==> src/rtl/harris_frame_sequencer.sv <==
// Frame sequencer for the Harris convolution unit: streams N*N pixels in at the unit step rate,
// then forwards the unit's write-out phase as output strobes. HARRIS_SEQ_TIMEOUT_EN adds a watchdog.
module harris_frame_sequencer #(
  parameter int N           = 8,
  parameter int BIT_SIZE    = 6,
  parameter int PIXEL_WIDTH = 8,
  parameter int STEP_DIV    = 2,
  parameter int TIMEOUT_CYC = 4096
) (
  input  logic                      clk,
  input  logic                      rst,
  input  logic                      start,
  output logic                      busy,
  output logic                      done,
  input  logic                      pix_valid,
  output logic                      pix_ready,
  input  logic [PIXEL_WIDTH-1:0]    pix_data,
  output logic                      unit_we,
  output logic [PIXEL_WIDTH-1:0]    unit_data,
  input  logic                      unit_woe,
  input  logic [BIT_SIZE:0]         unit_addr,
  input  logic [PIXEL_WIDTH-1:0]    unit_pixel,
  input  logic                      unit_harris,
  output logic                      out_valid,
  output logic [BIT_SIZE:0]         out_addr,
  output logic [PIXEL_WIDTH-1:0]    out_pixel,
  output logic                      out_harris,
  output logic [2*(BIT_SIZE+1)-1:0] corner_count,
  output logic                      timeout
);
  // state    | meaning
  // IDLE     | waiting for start
  // LOAD     | one pixel per slot into the unit, whole-slot stalls
  // WAIT_OUT | frame written, waiting for the unit's write-out phase
  // DRAIN    | one returned pixel captured per slot while unit_woe holds
  // DONE     | one-clock completion pulse

  localparam int FRAME = N * N;
  localparam int LC_W  = $clog2(FRAME + 1);
  localparam int CC_W  = 2 * (BIT_SIZE + 1);
  localparam logic [1:0]      PH_LAST   = 2'(STEP_DIV - 1);
  localparam logic [LC_W-1:0] FRAME_CNT = LC_W'(FRAME);

  if (STEP_DIV < 1 || STEP_DIV > 4 || TIMEOUT_CYC < 1) begin : g_param_check
    $error("harris_frame_sequencer: STEP_DIV must be 1..4 and TIMEOUT_CYC positive");
  end

  typedef enum logic [2:0] {S_IDLE, S_LOAD, S_WAIT_OUT, S_DRAIN, S_DONE} state_t;

  state_t          state, state_nxt;
  logic [1:0]      phase;
  logic [LC_W-1:0] load_cnt;
  logic            slot_end;
  logic            load_hs;
  logic            capture;
  logic            wd_expire;

  assign slot_end = (phase == PH_LAST);
  assign busy     = (state != S_IDLE);
  assign done     = (state == S_DONE);

  always_comb begin
    state_nxt = state;
    pix_ready = 1'b0;
    capture   = 1'b0;
    case (state)
      S_IDLE: if (start) state_nxt = S_LOAD;
      S_LOAD: begin
        pix_ready = slot_end && (load_cnt < FRAME_CNT);
        if (slot_end && load_cnt == FRAME_CNT) state_nxt = S_WAIT_OUT;
      end
      S_WAIT_OUT: begin
        // a woe that arrives on a slot boundary already carries the first pixel
        capture = slot_end && unit_woe && !wd_expire;
        if (wd_expire)     state_nxt = S_DONE;
        else if (unit_woe) state_nxt = S_DRAIN;
      end
      S_DRAIN: begin
        capture = slot_end && unit_woe;
        if (wd_expire)                  state_nxt = S_DONE;
        else if (slot_end && !unit_woe) state_nxt = S_DONE;
      end
      S_DONE:  state_nxt = S_IDLE;
      default: state_nxt = S_IDLE;
    endcase
  end

  assign load_hs = pix_ready && pix_valid;

  always_ff @(posedge clk or posedge rst) begin
    if (rst) state <= S_IDLE;
    else     state <= state_nxt;
  end

  always_ff @(posedge clk or posedge rst) begin
    if (rst) begin
      phase        <= '0;
      load_cnt     <= '0;
      unit_we      <= 1'b0;
      unit_data    <= '0;
      out_valid    <= 1'b0;
      out_addr     <= '0;
      out_pixel    <= '0;
      out_harris   <= 1'b0;
      corner_count <= '0;
    end else begin
      phase <= slot_end ? 2'd0 : phase + 2'd1;
      // unit_we only changes on slot boundaries so every write spans a full slot
      if (slot_end) unit_we <= load_hs;
      if (load_hs) begin
        unit_data <= pix_data;
        load_cnt  <= load_cnt + LC_W'(1);
      end else if (state == S_IDLE && start) begin
        load_cnt <= '0;
      end
      out_valid <= capture;
      if (capture) begin
        out_addr   <= unit_addr;
        out_pixel  <= unit_pixel;
        out_harris <= unit_harris;
        if (unit_harris && corner_count != '1) corner_count <= corner_count + CC_W'(1);
      end
      if (state == S_IDLE && start) corner_count <= '0;
    end
  end

`ifdef HARRIS_SEQ_TIMEOUT_EN
  localparam int WD_W = $clog2(TIMEOUT_CYC + 1);
  localparam logic [WD_W-1:0] WD_LOAD = WD_W'(TIMEOUT_CYC - 1);

  logic [WD_W-1:0] wd_cnt;
  logic            wd_active;

  assign wd_active = (state == S_WAIT_OUT) || (state == S_DRAIN);
  assign wd_expire = wd_active && !capture && (wd_cnt == '0);

  // down-counter reloads on every strobe, so only silent stretches expire
  always_ff @(posedge clk or posedge rst) begin
    if (rst) begin
      wd_cnt  <= '0;
      timeout <= 1'b0;
    end else begin
      if (!wd_active || capture) wd_cnt <= WD_LOAD;
      else if (wd_cnt != '0)     wd_cnt <= wd_cnt - WD_W'(1);
      if (wd_expire) timeout <= 1'b1;
    end
  end
`else
  assign wd_expire = 1'b0;
  assign timeout   = 1'b0;
`endif

endmodule

==> config.mk <==
export PLATFORM = sky130hd
export DESIGN_NAME = harris_frame_sequencer
export DESIGN_NICKNAME = d
export VERILOG_FILES = /design/src/rtl/harris_frame_sequencer.sv
export SDC_FILE = /design/constraint.sdc
export NUM_CORES = 1
export LEC_CHECK = 0
export CAP_MARGIN = 20
export CORE_MARGIN = 1.5
export CORE_UTILIZATION = 44
export CTS_BUF_LIST = sky130_fd_sc_hd__clkbuf_4
export DETAILED_ROUTE_END_ITERATION = 8
export DONT_BUFFER_PORTS = 1
export PLACE_DENSITY = 0.62
export SLEW_MARGIN = 0
export SYNTH_ARGS = -nofsm -noshare
export SYNTH_HDL_FRONTEND = slang
export SYNTH_SLANG_ARGS = --single-unit
==> constraint.sdc <==
create_clock -name clk -period 1.96 [get_ports clk]
set_input_delay 0.098 -clock clk [delete_from_list [all_inputs] [get_ports clk]]
set_output_delay 0.098 -clock clk [all_outputs]
set_load 0.05 [all_outputs]
Word-level counts from Yosys, hierarchy flattened
Index checks and enable logic that the tools add are counted.
- eq/ne operators: 11
- order comparisons: 1
- $add $sub $neg: 3
- muxes and demuxes: 13
- reduce and logical (&&, ||, !) cells: 16
- operators with widths (operator ; count):
    14-bit 2-to-1 mux ; 3
    14-bit by 1-bit adder with 14-bit output (second input constant) ; 1
    7-bit 2-to-1 mux ; 2
    14-bit inequality test (second input constant) ; 1
    3-bit 2-to-1 mux ; 4
    3-bit case mux with 4 select lines ; 1
    2-bit inequality test (second input constant) ; 4
    7-bit by 1-bit adder with 7-bit output (second input constant) ; 1
    7-bit equality test (second input constant) ; 1
    1-bit logical AND ; 7
    7-bit < comparator (second input constant) ; 1
    3-bit by 2-bit equality test with 1-bit output (second input constant) ; 2
    2-bit nonzero test ; 3
    4-bit AND reduction ; 1
    3-bit by 1-bit equality test with 1-bit output (second input constant) ; 1
    3-bit equality test (second input constant) ; 1
    3-bit zero test ; 1
    3-bit nonzero test ; 1
    2-bit by 1-bit adder with 2-bit output (second input constant) ; 1
    2-bit by 1-bit equality test with 1-bit output (second input constant) ; 1
    1-bit 2-to-1 mux ; 2
    2-bit 2-to-1 mux ; 1
    2-bit AND reduction ; 1
    2-bit OR reduction ; 1
    1-bit zero test ; 1
- flip-flop bits (word level): 52
- word-level logic and storage cells: 54
- bits of input ports: 29
- output and inout bits: 44

Logic depth before layout (Yosys ltp)
- depth in word-level cells: 5
- gate-level depth with buffers: 6
- mapped depth without buffers: 5

Least setup slack after synthesis
No wires, ideal clock.
- path kind: register to register
- start point: register corner_count[0]
- end point: register corner_count[4]
- buffers on the path: 1
- cell stages (with the launch flop): 7
- clock period less this slack: 1.964 ns
- library setup time: 0.111 ns
- data required time: 1.849 ns
- path slack: -0.004 ns
- arrival time: 1.853 ns
- cell sequence: dfrtp_1 -> ha_1 -> nand4_1 -> nor4_4 -> clkbuf_8 -> o311ai_0 -> o41ai_1
- cells in the longest elaborated chain, start to end: 4
- elaborated cells on any way between the ends: 8
- classes of those cells: 1 x add/sub; 1 x eq/ne; 3 x mux; 3 x reduce/logical
- ends and longest elaborated chain (what ; line ; source):
    start, declared ; 28 ; output logic [2*(BIT_SIZE+1)-1:0] corner_count,
    start signal, assigned ; 121 ; if (unit_harris && corner_count != '1) corner_count <= corner_count + CC_W'(1);
    14-bit by 1-bit adder with 14-bit output or 14-bit inequality test (tied branches) ; 121 ;
    14-bit 2-to-1 mux or 1-bit logical AND (tied branches) ; 121 ;
    14-bit 2-to-1 mux or 2-bit nonzero test (tied branches) ; -- ;
    14-bit 2-to-1 mux or 2-bit AND reduction (tied branches) ; -- ;
Parallel ways exist; a longest one is shown, timed or not. The select of a mux whose other input is x is not followed.
A chain may end at the register's enable or synchronous reset.

Final worst setup path
- start point: register state[2]
- end point: register load_cnt[5]
- cells in the longest elaborated chain, start to end: 4
- elaborated cells on any way between the ends: 7
- classes of those cells: 1 x eq/ne; 2 x mux; 4 x reduce/logical
- ends and longest elaborated chain (what ; line ; source):
    start, declared ; 50 ; state_t state, state_nxt;
    start signal, assigned ; 92 ; else state <= state_nxt;
    3-bit by 1-bit equality test with 1-bit output ; 66 ; case (state)
    1-bit 2-to-1 mux ; 66 ;
    1-bit logical AND ; 88 ; assign load_hs = pix_ready && pix_valid;
    7-bit 2-to-1 mux or 2-bit nonzero test (tied branches) ; -- ;
    end signal, assigned ; 112 ; load_cnt <= load_cnt + LC_W'(1);
    end, declared ; 52 ; logic [LC_W-1:0] load_cnt;
Parallel ways exist; a longest one is shown, timed or not.

==> flow_summary.json <==
{
  "outcome": "finished, final reports clean",
  "clock_latency_ps": 370,
  "yosys_most_used_dff": "dfrtp_1",
  "synth-seq-cells": 52,
  "power.internal_mw": 1.880,
  "syn_area_per_cell_um2": 10.63,
  "wl_mm": 5.568,
  "htree_levels": 2,
  "p_total_mw": 3.144,
  "swShare_pct": 40.22,
  "p_sw_mw": 1.264,
  "final.setup_skew_ps": 11.76,
  "place_congestion": 0.8498,
  "die_area_um2": 6164,
  "layout.nets": 313,
  "drc": 0,
  "yosys.area.top_type_share_pct": 51.87,
  "dp_hpwl_mm": 3.824,
  "p_comb_share_pct": 17.1,
  "core_um2": 5507,
  "worstSetupPathType": "reg -> reg",
  "yosysMostFrequentCell": "dfrtp_1",
  "power_frac_clock_pct": 23.9,
  "maxCapViolations": 0,
  "synth_cells": 236,
  "crit_path_end_kind": "flip-flop",
  "drt_pass1_iterations": 4,
  "critical_path.top_delay_family": "simple AND/OR/NAND/NOR gates",
  "io_pins": 73,
  "crit_path_max_incr_delay_ps": 460,
  "final_antenna_net_count": 0,
  "power-per-cell-area_nw_per_um2": 1019,
  "die_w_um": 78.51,
  "numCtsBuffers": 5,
  "die_h_um": 78.51,
  "drt-initial-drc-count": 76,
  "wl_per_cell_um": 15.73,
  "vias": 1956,
  "grt_pass1_wl_mm": 9.328,
  "grt_max_degree": 36,
  "crit_fanout": 7,
  "postCtsSetupBuffers": 0,
  "synth-edff-count": 0,
  "async_reset_ff_share_pct": 100.0,
  "antenna_found_initial": 0,
  "cp_cell_sequence": "nor3b_1 -> nand3_1 -> or3_1 -> o21ai_0",
  "critPathRequiredTime_ps": 2260,
  "synthesis.nets": 268,
  "drive_gt1_share_pct": 22.34,
  "slew_violations": 0,
  "yosysTopAreaCell": "dfrtp_1",
  "ir_worst_vdd_v": 0.0008573,
  "hold-worst-slack_ps": 41.20,
  "synth_cell_types": 47,
  "portBuffers": 0,
  "fill_cells": 478,
  "grt_pass1_vias": 1989,
  "gr-total-overflow": 0,
  "cts_tree": "yes",
  "cp-start-kind": "flip-flop",
  "setup_viol": 0,
  "vias_per_cell": 5.525,
  "clock_path_buffers": 2,
  "yosys-top-cells-area": "dfrtp_1 (52%), mux2_2 (7.2%), nand2_1 (5.4%), nand3_1 (3.0%), a21oi_1 (2.8%)",
  "crit_slowest_cell": "dfrtp_1",
  "root_buffer": "clkbuf_4",
  "start_util_pct": 45.56,
  "ys_seq_area_share_pct": 51.87,
  "syn-cell-area_um2": 2509,
  "path_clk_slew_ps": 150,
  "critPathBufInv": 0,
  "yosys_warnings": 0,
  "insertedDiodeCount": 0,
  "timing.final.crit_period_ps": 1791,
  "timing.rr.start": "state[2]$_DFFE_PP0P_",
  "yosys-top-cells-count": "dfrtp_1 (52), nand2_1 (36), mux2_2 (16)",
  "finalHoldViolCount": 0,
  "fmax_mhz": 558.3,
  "final.period_utilization_pct": 91.38,
  "setup.worst_path.start": "state[2]$_DFFE_PP0P_",
  "setup_tns_ps": 0,
  "area_growth_pct": 22.94,
  "hold_start": "unit_woe",
  "rsz0062_at_grt": "false",
  "cp.arrival_ps": 2090,
  "rows": 27,
  "power_frac_seq_pct": 58.9,
  "grt_usage_pct": 19.32,
  "clock_sinks": 52,
  "leakagePower_nw": 1.384,
  "min_path_type": "in -> reg"
}
==> area by class of cell <==
cell class	instances	area, um^2	share of cell area (%)
clock buffers	5	37.54	1.217
clock inverters	3	68.82	2.231
inverters	7	26.28	0.8519
multi-input cells	164	1099	35.62
flip-flops and latches	52	1303	42.23
well taps	72	90.09	2.921
repair buffers	51	460.4	14.93
==> what timing repair did <==
| item | CTS | global route |
|---|---|---|
| gates resized for setup | 0 | 2 |
| hold endpoints to repair | 76 | 1 |
| hold buffers | 25 | 1 |
| setup endpoints to repair | 0 | 16 |
==> path summary, 6_finish.rpt <==
| path | slack, ps | endpoint | cells after the start |
|---|---|---|---|
| worst max-delay path | 170 | load_cnt[5]$_DFFE_PP0P_ | 4 |
| worst min-delay path | 40 | state[0]$_DFFE_PP0P_ | 3 |
| worst max register to register | 170 | load_cnt[5]$_DFFE_PP0P_ | 4 |
| worst min register to register | 490 | phase[0]$_DFF_PP0_ | 1 |
| max in group asynchronous | 1300 | corner_count[11]$_DFFE_PP0P_ | 3 |
| min in group asynchronous | 150 | out_addr[2]$_DFFE_PP0P_ | 2 |
==> per-stage QoR <==
step | instance area, um^2 | worst slack, ps | instances | util (%)
global placement | 2713 | 168.6 | 320 | 49.26
floorplan | 2510 | 0.2818 | 236 | -
finish | 3084 | 168.9 | 354 | 56.01
global route | 3084 | 11.61 | 354 | 56.01
CTS | 3069 | 49.97 | 353 | 55.74
detailed placement | 2713 | 84.30 | 320 | 49.26
==> placed cells by master, fill, tap and decap left out, drive strengths merged, types with 3 or more instances in the layout <==
master	count
nand4	6
o21ai	11
inv	8
dfrtp	52
a21oi	14
ha	3
clkbuf	5
nor3	3
dlygate4sd3	26
and3	6
nand3	15
nand2	36
buf	25
nor3b	3
or3	4
mux2i	3
or4	5
o31ai	8
nor2	3
mux2	16
==> sequential cells by signal, indices dropped and copies added, names as in the netlist <==
register and count:
corner_count 14, load_cnt 7, out_addr 7, out_harris 1, out_pixel 8, out_valid 1
phase 2, state 3, unit_data 8, unit_we 1
==> layer usage <==
metal	vias to the layer above	track usage (%)	part of all wire [%]
li1	933	-	-
met1	934	25.24	46
met2	82	30.95	46
met3	7	5.581	6.7
met4	0	6.071	1.3
met5	-	0	0
==> logic make-up (layout without fill, tap and decap cells) <==
| family | Yosys count | in the layout | share of synthesized area [%] |
|---|---|---|---|
| muxes | 19 | 19 | 8.379 |
| adders and majority gates | 3 | 3 | 1.496 |
| buffers and inverters | 20 | 66 | 4.738 |
| xor gates and xnor gates | 2 | 2 | 0.6984 |
| other | 1 | 1 | 0.1495 |
| and+or+nand+nor | 99 | 99 | 22.99 |
| DFF | 52 | 52 | 51.87 |
| AOI/OAI and AO/OA | 40 | 40 | 9.676 |
==> worst register-to-register path: cells and delay by family (launching register included) <==
kind | cells | cell delay, ps
and+or+nand+nor | 3 | 1190
DFF | 1 | 460
AOI/OAI and AO/OA | 1 | 80
==> power groups by stage <==
| stage | clock, mW | combinational, mW | sequential, mW |
|---|---|---|---|
| detailed placement | 0 | 0.491 | 1.87 |
| finish | 0.753 | 0.538 | 1.85 |
| floorplan | 0 | 0.372 | 1.85 |
| global placement | 0 | 0.475 | 1.87 |
| CTS | 0.772 | 0.534 | 1.85 |
| global route | 0.822 | 0.598 | 1.88 |
Power figures use the tool's default switching activity.
